File: config.mk
export PLATFORM = sky130hd
export DESIGN_NAME = param_seq_detector_flat
export DESIGN_NICKNAME = d
export VERILOG_FILES = /design/src/rtl/param_seq_detector_if.sv /design/src/rtl/param_seq_detector.sv /design/src/flat_wrapper.sv
export SDC_FILE = /design/constraint.sdc
export NUM_CORES = 1
export LEC_CHECK = 0
export ABC_AREA = 1
export CAP_MARGIN = 40
export CORE_MARGIN = 2
export CORE_UTILIZATION = 53
export CTS_BUF_LIST = sky130_fd_sc_hd__clkbuf_16
export CTS_CLUSTER_DIAMETER = 80
export DETAILED_ROUTE_END_ITERATION = 8
export PLACE_DENSITY = 0.79
export RECOVER_POWER = 50
export SYNTH_ARGS = -nofsm -noshare
export SYNTH_HDL_FRONTEND = slang
export SYNTH_SLANG_ARGS = --single-unit
File: constraint.sdc
create_clock -name clk -period 1.9 [get_ports clk]
set_input_delay 0.57 -clock clk [delete_from_list [all_inputs] [get_ports clk]]
set_output_delay 0.57 -clock clk [all_outputs]
set_load 0.01 [all_outputs]
File: src/rtl/param_seq_detector_if.sv
// ---------------------------------------------------------------------------
// param_seq_detector_if
//   Groups the configuration, serial-input and result signals of the
//   parametrised sequence detector.
//
//   cfg_load     load pattern/length/mode this cycle
//   cfg_pattern  pattern; bit [cfg_len-1] is received first, bit [0] last
//   cfg_len      pattern length, legal 1..PAT_W
//   cfg_overlap  1 = overlapping matches, 0 = non-overlapping
//   din_valid    d carries a valid serial bit this cycle
//   d            serial data bit
//   y            registered one-cycle match pulse
//   match_count  saturating match counter
//   armed        a legal configuration is held
//   cfg_err      sticky illegal-length flag
//
//   master: the side that configures the detector and feeds bits.
//   slave : the detector itself.
// ---------------------------------------------------------------------------
interface param_seq_detector_if #(
    parameter int PAT_W = 8,
    parameter int CNT_W = 8,
    parameter int LEN_W = $clog2(PAT_W + 1)
);
    logic             cfg_load;
    logic [PAT_W-1:0] cfg_pattern;
    logic [LEN_W-1:0] cfg_len;
    logic             cfg_overlap;
    logic             din_valid;
    logic             d;
    logic             y;
    logic [CNT_W-1:0] match_count;
    logic             armed;
    logic             cfg_err;

    modport master (
        output cfg_load, cfg_pattern, cfg_len, cfg_overlap, din_valid, d,
        input  y, match_count, armed, cfg_err
    );

    modport slave (
        input  cfg_load, cfg_pattern, cfg_len, cfg_overlap, din_valid, d,
        output y, match_count, armed, cfg_err
    );
endinterface

File: src/rtl/param_seq_detector.sv
// ---------------------------------------------------------------------------
// param_seq_detector
//   Moore-style serial sequence detector with a run-time loadable pattern,
//   length and overlap mode. Valid-qualified serial bits are shifted into a
//   history window; when at least len fresh bits have arrived and the newest
//   len bits equal the stored pattern, y pulses for one cycle (one clock after
//   the completing bit is sampled) and a saturating counter increments.
//
//   clk    rising-edge clock
//   reset  synchronous reset, active low
//   bus    param_seq_detector_if slave modport (config, serial in, results)
// ---------------------------------------------------------------------------
module param_seq_detector #(
    parameter int PAT_W = 8,
    parameter int CNT_W = 8,
    parameter int LEN_W = $clog2(PAT_W + 1)
) (
    input  logic                 clk,
    input  logic                 reset,
    param_seq_detector_if.slave  bus
);

    typedef enum logic {
        IDLE  = 1'b0,
        ARMED = 1'b1
    } state_t;

    localparam logic [LEN_W-1:0] LEN_MAX = LEN_W'(PAT_W);

    state_t             state_q, state_d;
    // Only PAT_W-1 past bits are kept: together with the incoming bit they
    // form the full PAT_W-bit window that the longest pattern is compared to.
    logic [PAT_W-2:0]   hist_q,  hist_d;
    logic [LEN_W-1:0]   fresh_q, fresh_d;
    logic [PAT_W-1:0]   pat_q,   pat_d;
    logic [LEN_W-1:0]   len_q,   len_d;
    logic               ovl_q,   ovl_d;
    logic [CNT_W-1:0]   cnt_q,   cnt_d;
    logic               err_q,   err_d;
    logic               y_q,     y_d;

    logic [PAT_W-1:0]   new_hist;
    logic [PAT_W-1:0]   len_mask;
    logic [LEN_W-1:0]   fresh_inc;
    logic               len_ok;
    logic               hit;

    // Low len_q bits set; pattern bits above len-1 never take part in a match.
    always_comb begin
        len_mask = '0;
        for (int i = 0; i < PAT_W; i++) begin
            len_mask[i] = (i < int'(len_q));
        end
    end

    always_comb begin
        new_hist  = {hist_q, bus.d};
        fresh_inc = (fresh_q >= LEN_MAX) ? LEN_MAX : fresh_q + 1'b1;
        len_ok    = (bus.cfg_len != '0) && (bus.cfg_len <= LEN_MAX);
        // Evaluated on the post-shift history and post-increment fresh count,
        // so the bit arriving this cycle can complete a match.
        hit       = (fresh_inc >= len_q) &&
                    (((new_hist ^ pat_q) & len_mask) == '0);
    end

    // Next-state / output logic
    always_comb begin
        state_d = state_q;
        hist_d  = hist_q;
        fresh_d = fresh_q;
        pat_d   = pat_q;
        len_d   = len_q;
        ovl_d   = ovl_q;
        cnt_d   = cnt_q;
        err_d   = err_q;
        y_d     = 1'b0;

        if (bus.cfg_load) begin
            // A load always restarts detection; any bit presented in the
            // same cycle is dropped.
            hist_d  = '0;
            fresh_d = '0;
            if (len_ok) begin
                state_d = ARMED;
                pat_d   = bus.cfg_pattern;
                len_d   = bus.cfg_len;
                ovl_d   = bus.cfg_overlap;
                cnt_d   = '0;
                err_d   = 1'b0;
            end else begin
                state_d = IDLE;
                pat_d   = '0;
                len_d   = '0;
                ovl_d   = 1'b0;
                err_d   = 1'b1;
            end
        end else if (state_q == ARMED && bus.din_valid) begin
            hist_d  = new_hist[PAT_W-2:0];
            fresh_d = fresh_inc;
            if (hit) begin
                y_d = 1'b1;
                if (cnt_q != '1) begin
                    cnt_d = cnt_q + 1'b1;
                end
                // Non-overlapping: the next match must be built from len new bits.
                if (!ovl_q) begin
                    fresh_d = '0;
                end
            end
        end
    end

    always_ff @(posedge clk) begin
        if (!reset) begin
            state_q <= IDLE;
            hist_q  <= '0;
            fresh_q <= '0;
            pat_q   <= '0;
            len_q   <= '0;
            ovl_q   <= 1'b0;
            cnt_q   <= '0;
            err_q   <= 1'b0;
            y_q     <= 1'b0;
        end else begin
            state_q <= state_d;
            hist_q  <= hist_d;
            fresh_q <= fresh_d;
            pat_q   <= pat_d;
            len_q   <= len_d;
            ovl_q   <= ovl_d;
            cnt_q   <= cnt_d;
            err_q   <= err_d;
            y_q     <= y_d;
        end
    end

    assign bus.y           = y_q;
    assign bus.match_count = cnt_q;
    assign bus.armed       = (state_q == ARMED);
    assign bus.cfg_err     = err_q;

endmodule

File: src/flat_wrapper.sv
// flat-port wrapper written by rule: the top's interface ports become plain ports
module param_seq_detector_flat 
#(
    parameter int PAT_W = 8,
    parameter int CNT_W = 8,
    parameter int LEN_W = $clog2(PAT_W + 1)
)
  (clk, reset, bus_cfg_load, bus_cfg_pattern, bus_cfg_len, bus_cfg_overlap, bus_din_valid, bus_d, bus_y, bus_match_count, bus_armed, bus_cfg_err);
  param_seq_detector_if #(.PAT_W(PAT_W), .CNT_W(CNT_W), .LEN_W(LEN_W)) bus_i ();
  input  logic clk;
  input  logic reset;
  input wire logic [$bits(bus_i.cfg_load)-1:0] bus_cfg_load;
  input wire logic [$bits(bus_i.cfg_pattern)-1:0] bus_cfg_pattern;
  input wire logic [$bits(bus_i.cfg_len)-1:0] bus_cfg_len;
  input wire logic [$bits(bus_i.cfg_overlap)-1:0] bus_cfg_overlap;
  input wire logic [$bits(bus_i.din_valid)-1:0] bus_din_valid;
  input wire logic [$bits(bus_i.d)-1:0] bus_d;
  output wire logic [$bits(bus_i.y)-1:0] bus_y;
  output wire logic [$bits(bus_i.match_count)-1:0] bus_match_count;
  output wire logic [$bits(bus_i.armed)-1:0] bus_armed;
  output wire logic [$bits(bus_i.cfg_err)-1:0] bus_cfg_err;
  assign bus_i.cfg_load = bus_cfg_load;
  assign bus_i.cfg_pattern = bus_cfg_pattern;
  assign bus_i.cfg_len = bus_cfg_len;
  assign bus_i.cfg_overlap = bus_cfg_overlap;
  assign bus_i.din_valid = bus_din_valid;
  assign bus_i.d = bus_d;
  assign bus_y = bus_i.y;
  assign bus_match_count = bus_i.match_count;
  assign bus_armed = bus_i.armed;
  assign bus_cfg_err = bus_i.cfg_err;
  param_seq_detector #(.PAT_W(PAT_W), .CNT_W(CNT_W), .LEN_W(LEN_W)) u_core (.clk(clk), .reset(reset), .bus(bus_i));
endmodule
# ---- Word-level counts from Yosys, hierarchy flattened
# Cells that the tools add are included.
dict set report word_totals {
  regBits 35
  inputBits 18
  output_inout_bits 11
  wordCells 53
}
dict set report op_classes {
  add_sub_neg 2
  magnitude_cmp 11
  eq_ne 2
  mux 14
  bitwise 4
  n_reduce_logical 11
}
# operator count
set op_table {}
lappend op_table {{2-to-1 mux 8 bit} 6}
lappend op_table {{< comparator 3 x 4 -> 1 bit, first input constant} 4}
lappend op_table {{2-to-1 mux 4 bit} 4}
lappend op_table {{adder 8 x 1 -> 8 bit, second input constant} 1}
lappend op_table {{AND 8 bit} 1}
lappend op_table {{zero test 8 bit} 1}
lappend op_table {{< comparator 1 x 4 -> 1 bit, first input constant} 2}
lappend op_table {{< comparator 2 x 4 -> 1 bit, first input constant} 2}
lappend op_table {{inequality test 8 bit, second input constant} 1}
lappend op_table {{bitwise XOR 8 bit} 1}
lappend op_table {{nonzero test 2 bit} 3}
lappend op_table {{adder 4 x 1 -> 4 bit, second input constant} 1}
lappend op_table {{>= comparator 4 bit} 1}
lappend op_table {{>= comparator 4 bit, second input constant} 1}
lappend op_table {{<= comparator 4 bit, second input constant} 1}
lappend op_table {{2-to-1 mux 1 bit} 4}
lappend op_table {{AND reduction 4 bit} 1}
lappend op_table {{nonzero test 4 bit} 1}
lappend op_table {{logical AND 1 bit} 3}
lappend op_table {{OR reduction 3 bit} 1}
lappend op_table {{inequality test 2 x 1 -> 1 bit, second input constant} 1}
lappend op_table {{NOT 1 bit} 2}
lappend op_table {{OR reduction 2 bit} 1}

# ---- Logic depth before layout (Yosys ltp)
dict set report depth {
  ltp_word 7
  ltp_mapped 15
}

# ---- Worst setup path after synthesis
# OpenSTA, ideal clock, no wires.
dict set report synth_path {
  kind {reg-to-reg}
  startpoint {reg u_core.fresh_q[0]}
  endpoint {reg u_core.cnt_q[4], in the netlist u_core.bus.match_count[4]}
  setup_ns 0.123
  arrival_time_ns 1.530
  path_slack_ns 0.247
  stages_incl_launch_ff 11
  cell_sequence {dfxtp_1 > inv_1 > o31ai_1 > ha_1 > a21boi_0 > nand2_1 > nand2_1 > nand3_4 > nand2_4 > nand2_1 > a21oi_1}
}
dict set report synth_via {
  elab_chain_len 6
}
# element line
set synth_rtl {}
lappend synth_rtl {{from (decl)} param_seq_detector.sv:34} ;# logic [LEN_W-1:0] fresh_q, fresh_d;
lappend synth_rtl {{from (signal assigned)} param_seq_detector.sv:127} ;# fresh_q <= fresh_d;
lappend synth_rtl {{adder 4 x 1 -> 4 bit / >= comparator 4 bit (equally long branches)} param_seq_detector.sv:58} ;# fresh_inc = (fresh_q >= LEN_MAX) ? LEN_MAX : fresh_q + 1'b1;
lappend synth_rtl {{2-to-1 mux 4 bit (*)} param_seq_detector.sv:58}
lappend synth_rtl {{>= comparator 4 bit (*)} param_seq_detector.sv:62} ;# hit = (fresh_inc >= len_q) &&
lappend synth_rtl {{logical AND 1 bit (*)} param_seq_detector.sv:62}
lappend synth_rtl {{nonzero test 2 bit (no source line) (*)} n/a}
lappend synth_rtl {{AND reduction 4 bit (no source line) (*)} n/a}
lappend synth_rtl {{to (signal assigned)} param_seq_detector.sv:131} ;# cnt_q <= cnt_d;
lappend synth_rtl {{to (decl)} param_seq_detector.sv:38} ;# logic [CNT_W-1:0] cnt_q, cnt_d;
# Mark *: on every way between the ends. The rest lies on a longest branch, timed or not.
# A chain may end at the register's enable or synchronous reset.

# ---- Worst setup path in the final report
dict set report layout_path {
  startpoint {reg u_core.cnt_q[7], in the netlist u_core.bus.match_count[7]}
  endpoint {out bus_match_count[7]}
}
# element line
set layout_rtl {}
lappend layout_rtl {{to (decl)} flat_wrapper.sv:19} ;# output wire logic [$bits(bus_i.match_count)-1:0] bus_match_count;
# No word-level cell between the ends.

==> metrics.txt <==
# TYPE chip_impl_metric gauge
chip_impl_metric{name="grt_start_max_net_pins",unit=""} 17
chip_impl_metric{name="report.final.slew_viol_count",unit=""} 0
chip_impl_metric{name="final_std_cell_area_no_fill",unit="mm²"} 0.00241
chip_impl_metric{name="slew_headroom",unit="%"} 66.5
chip_impl_metric{name="grt_pass1_wl",unit="µm"} 7660
chip_impl_metric{name="via_count",unit=""} 1790
chip_impl_metric{name="finalHoldViolations",unit=""} 0
chip_impl_metric{name="seq_total_area_yosys",unit="%"} 38.2
chip_impl_metric{name="detailed_place.area",unit="mm²"} 0.00225
chip_impl_metric{name="design.core.area",unit="mm²"} 0.00334
chip_impl_metric{name="met1Wirelength",unit="µm"} 1960
chip_impl_metric{name="max_clock_freq",unit="GHz"} 0.542
chip_impl_metric{name="timing.critical_path.fanout_max",unit=""} 4
chip_impl_metric{name="number_of_buffers_created_by_cts",unit=""} 5
chip_impl_info{name="worstSetupStartpointType",value="flop"} 1
chip_impl_metric{name="netlist_instances",unit=""} 263
chip_impl_metric{name="layout.core_utilization",unit="%"} 72.1
chip_impl_metric{name="grt_pass1_vias",unit=""} 1754
chip_impl_metric{name="asyncSetResetFlopFracSynth",unit="%"} 0
chip_impl_info{name="yosysMostFrequentCell",value="sky130_fd_sc_hd__nand2_1"} 1
chip_impl_metric{name="share_of_cells_above_drive_strength_1",unit="%"} 13.3
chip_impl_metric{name="synth.top_cell.area_share",unit="%"} 38.2
chip_impl_metric{name="route.met2.wl",unit="µm"} 2190
chip_impl_metric{name="met3WireLength",unit="µm"} 220
chip_impl_metric{name="cts.reportedPaths.clkPinSlew",unit="ps"} 50
chip_impl_metric{name="timing.final.setup_violations",unit=""} 0
chip_impl_metric{name="peak_per_stage_delay_on_the_critical_path",unit="ps"} 570
chip_impl_metric{name="shortest_period_the_worst_path_allows",unit="ps"} 1850
chip_impl_metric{name="post-route-period-util",unit="%"} 97.2
chip_impl_info{name="highest_layer_used_for_signal_routing",value="met4"} 1
chip_impl_info{name="status",value="complete, no violations"} 1
chip_impl_metric{name="p_total",unit="mW"} 1.74
chip_impl_metric{name="grt.overflow.total",unit=""} 0
chip_impl_info{name="dominantRegCellSynth",value="sky130_fd_sc_hd__dfxtp_1"} 1
chip_impl_metric{name="drt_first_pass_iters",unit=""} 4
chip_impl_metric{name="post-dp-hpwl",unit="µm"} 3070
chip_impl_info{name="worstSetupPathType",value="reg -> out"} 1
chip_impl_metric{name="finalClockSkew",unit="ps"} 2.84
chip_impl_metric{name="stdcell_count",unit=""} 354
chip_impl_metric{name="pwr_density_cell",unit="mW/mm²"} 724
chip_impl_metric{name="num_antenna_cells",unit=""} 0
chip_impl_metric{name="drc",unit=""} 0
chip_impl_metric{name="boundaryPins",unit=""} 29
chip_impl_metric{name="nFillCells",unit=""} 286
chip_impl_metric{name="synth-edff-count",unit=""} 0
chip_impl_info{name="post-synth-top-area-cell",value="sky130_fd_sc_hd__dfxtp_1"} 1
chip_impl_metric{name="syn2layout_area_growth",unit="%"} 31.2
chip_impl_metric{name="gp_congestion",unit=""} 0.867
chip_impl_metric{name="max_cap_violations",unit=""} 0
chip_impl_metric{name="drt-initial-drc-count",unit=""} 80
chip_impl_metric{name="postSynthAreaPerCell",unit="µm²"} 6.97
chip_impl_metric{name="die_area",unit="mm²"} 0.00395
chip_impl_metric{name="gr-usage-all-layers",unit="%"} 24.7
chip_impl_metric{name="grt_antenna_before_repair",unit=""} 0
chip_impl_info{name="clk_root_buffer_cell",value="sky130_fd_sc_hd__clkbuf_16"} 1
chip_impl_metric{name="placed_cells",unit=""} 344
chip_impl_info{name="hold_path_startpoint",value="u_core.fresh_q[3]$_SDFFE_PP0P_"} 1
chip_impl_metric{name="die_h",unit="µm"} 62.8
chip_impl_metric{name="port-buffer-count",unit=""} 28
chip_impl_metric{name="static-leakage-power",unit="nW"} 1.06
chip_impl_metric{name="initial_util",unit="%"} 55.0
chip_impl_metric{name="detail_route.wl_per_cell",unit="µm"} 12.5
chip_impl_metric{name="post_drt_via_cell_ratio",unit=""} 5.06
chip_impl_metric{name="vdd_ir_drop_max",unit="V"} 0.000583
chip_impl_metric{name="synth-warning-count",unit=""} 0
chip_impl_metric{name="clock_insertion_delay_worst_skew",unit="ps"} 280
chip_impl_metric{name="critical_path_required",unit="ps"} 1330
chip_impl_metric{name="syn-cell-area",unit="mm²"} 0.00183
chip_impl_info{name="tritoncts",value="yes"} 1
chip_impl_metric{name="drtAntennaViolNets",unit=""} 0
chip_impl_info{name="crit_path_start",value="u_core.bus.match_count[7]$_SDFFE_PN0P_"} 1
chip_impl_metric{name="critPathArrivalTime",unit="ps"} 1280
chip_impl_info{name="worst_path_max_delay_cell",value="sky130_fd_sc_hd__clkdlybuf4s50_1"} 1
chip_impl_info{name="netlist_top_cells_area",value="sky130_fd_sc_hd__dfxtp_1 38%, sky130_fd_sc_hd__nand2_1 14%, sky130_fd_sc_hd__inv_1 9.4%"} 1
chip_impl_info{name="worstReg2RegStart",value="u_core.fresh_q[0]$_SDFFE_PP0P_"} 1
chip_impl_info{name="synthTopCellsByCount",value="67 x sky130_fd_sc_hd__nand2_1, 46 x sky130_fd_sc_hd__inv_1, 35 x sky130_fd_sc_hd__dfxtp_1"} 1
chip_impl_metric{name="drt_wl_total",unit="µm"} 4420
chip_impl_metric{name="worst-slew-pin-transition",unit="ps"} 502
chip_impl_metric{name="yosys.cell_types.count",unit=""} 33
chip_impl_info{name="path_delay_family",value="buffers and inverters"} 1
chip_impl_metric{name="syn-num-nets",unit=""} 286
chip_impl_metric{name="die_w",unit="µm"} 62.8
chip_impl_metric{name="fin_nets",unit=""} 330
chip_impl_metric{name="clock_sinks",unit=""} 35
chip_impl_info{name="path_cells",value="clkdlybuf4s50_1"} 1
chip_impl_info{name="critPathCaptureType",value="output port"} 1
chip_impl_metric{name="rows",unit=""} 21
chip_impl_metric{name="ctsHtreeMaxLevel",unit=""} 2
chip_impl_metric{name="buffers_from_clock_root_to_sink_at_most",unit=""} 2
chip_impl_info{name="worstHoldPathType",value="reg -> reg"} 1
chip_impl_metric{name="critical_path_buf_inv_count",unit=""} 1
chip_impl_metric{name="synth_seq_cells",unit=""} 35
## power by group
part	total, mW	switching, mW	internal, mW
Combinational	0.214	0.118	0.0962
Sequential	0.773	0.0174	0.755
Clock	0.755	0.284	0.471
Total	1.74	0.419	1.32
## layout make-up
class | count | area, µm² | area share (%)
repair buffers | 41 | 369 | 15.3
inverters | 51 | 191 | 7.96
clock inverters | 3 | 11.3 | 0.468
clock buffers | 5 | 125 | 5.20
flip-flops and latches | 35 | 704 | 29.3
well taps | 46 | 57.6 | 2.39
multi-input cells | 173 | 947 | 39.4
## layer usage
metal,vias to the layer above,GRT usage [%]
met2,40,40.3
met1,816,30.3
li1,928,-
met4,0,10.6
met5,-,0
met3,6,7.21
## sequential cells by signal (all words and copies together) (netlist names)
signal                  count
u_core.bus.armed            1
u_core.bus.cfg_err          1
u_core.bus.match_count      8
u_core.bus.y                1
u_core.fresh_q              4
u_core.hist_q               7
u_core.len_q                4
u_core.ovl_q                1
u_core.pat_q                8
## layout by cell type, fill, tap and decap left out, types with 2 or more instances in the layout
| cell type | instances |
|---|---|
| sky130_fd_sc_hd__clkdlybuf4s50_1 | 26 |
| sky130_fd_sc_hd__xor2_1 | 2 |
| sky130_fd_sc_hd__clkbuf_16 | 5 |
| sky130_fd_sc_hd__nor2_1 | 13 |
| sky130_fd_sc_hd__clkbuf_2 | 2 |
| sky130_fd_sc_hd__nand2_2 | 3 |
| sky130_fd_sc_hd__inv_1 | 46 |
| sky130_fd_sc_hd__ha_1 | 5 |
| sky130_fd_sc_hd__nand3_1 | 18 |
| sky130_fd_sc_hd__dfxtp_1 | 32 |
| sky130_fd_sc_hd__nand2_1 | 66 |
| sky130_fd_sc_hd__clkinv_1 | 3 |
| sky130_fd_sc_hd__o21ai_0 | 13 |
| sky130_fd_sc_hd__buf_4 | 10 |
| sky130_fd_sc_hd__nand3_2 | 3 |
| sky130_fd_sc_hd__nor3b_1 | 2 |
| sky130_fd_sc_hd__xnor2_1 | 2 |
| sky130_fd_sc_hd__a21oi_1 | 18 |
| sky130_fd_sc_hd__nor2_2 | 2 |
| sky130_fd_sc_hd__nor2_4 | 2 |
| sky130_fd_sc_hd__nand4_1 | 2 |
| sky130_fd_sc_hd__dlygate4sd3_1 | 2 |
| sky130_fd_sc_hd__dfxtp_2 | 3 |
| sky130_fd_sc_hd__o22ai_1 | 10 |
| sky130_fd_sc_hd__inv_2 | 5 |
## cell families (layout without fill, tap and decap cells)
family          count (synthesis)  count (layout)  synth area share [%]
buf+inv                        56             100                  11.6
fa+ha+maj                       5               5                  3.41
simple gates                  115             116                  29.8
compound gates                 48              48                  15.1
xor+xnor                        4               4                  1.91
flops                          35              35                  38.2
## per-stage QoR
stage / TNS, ps / hold WS (ps) / setup WS [ps]
2_1_floorplan: 0 / 453 / 247
3_3_place_gp: -1380 / 456 / -103
3_5_place_dp: -2060 / 469 / -145
4_1_cts: 0 / 476 / 12.7
5_1_grt: -14.0 / 489 / -9.11
6_report: 0 / 480 / 53.7
## final timing paths
path / endpoint / slack, ps / cells after the start
worst max-delay path: bus_match_count[7] / 50 / 1
worst min-delay path: u_core.fresh_q[3]$_SDFFE_PP0P_ / 480 / 2
worst max register to register: u_core.bus.match_count[0]$_SDFFE_PN0P_ / 140 / 13
worst min register to register: u_core.fresh_q[3]$_SDFFE_PP0P_ / 480 / 2
## what timing repair did
item	in CTS	in global routing
setup endpoints to repair	11	13
hold buffers	0	0
pin swaps	0	3
buffers inserted	0	1
cloned	0	1
gates resized for setup	2	6
No activity file was read; power rests on OpenSTA's default activity.
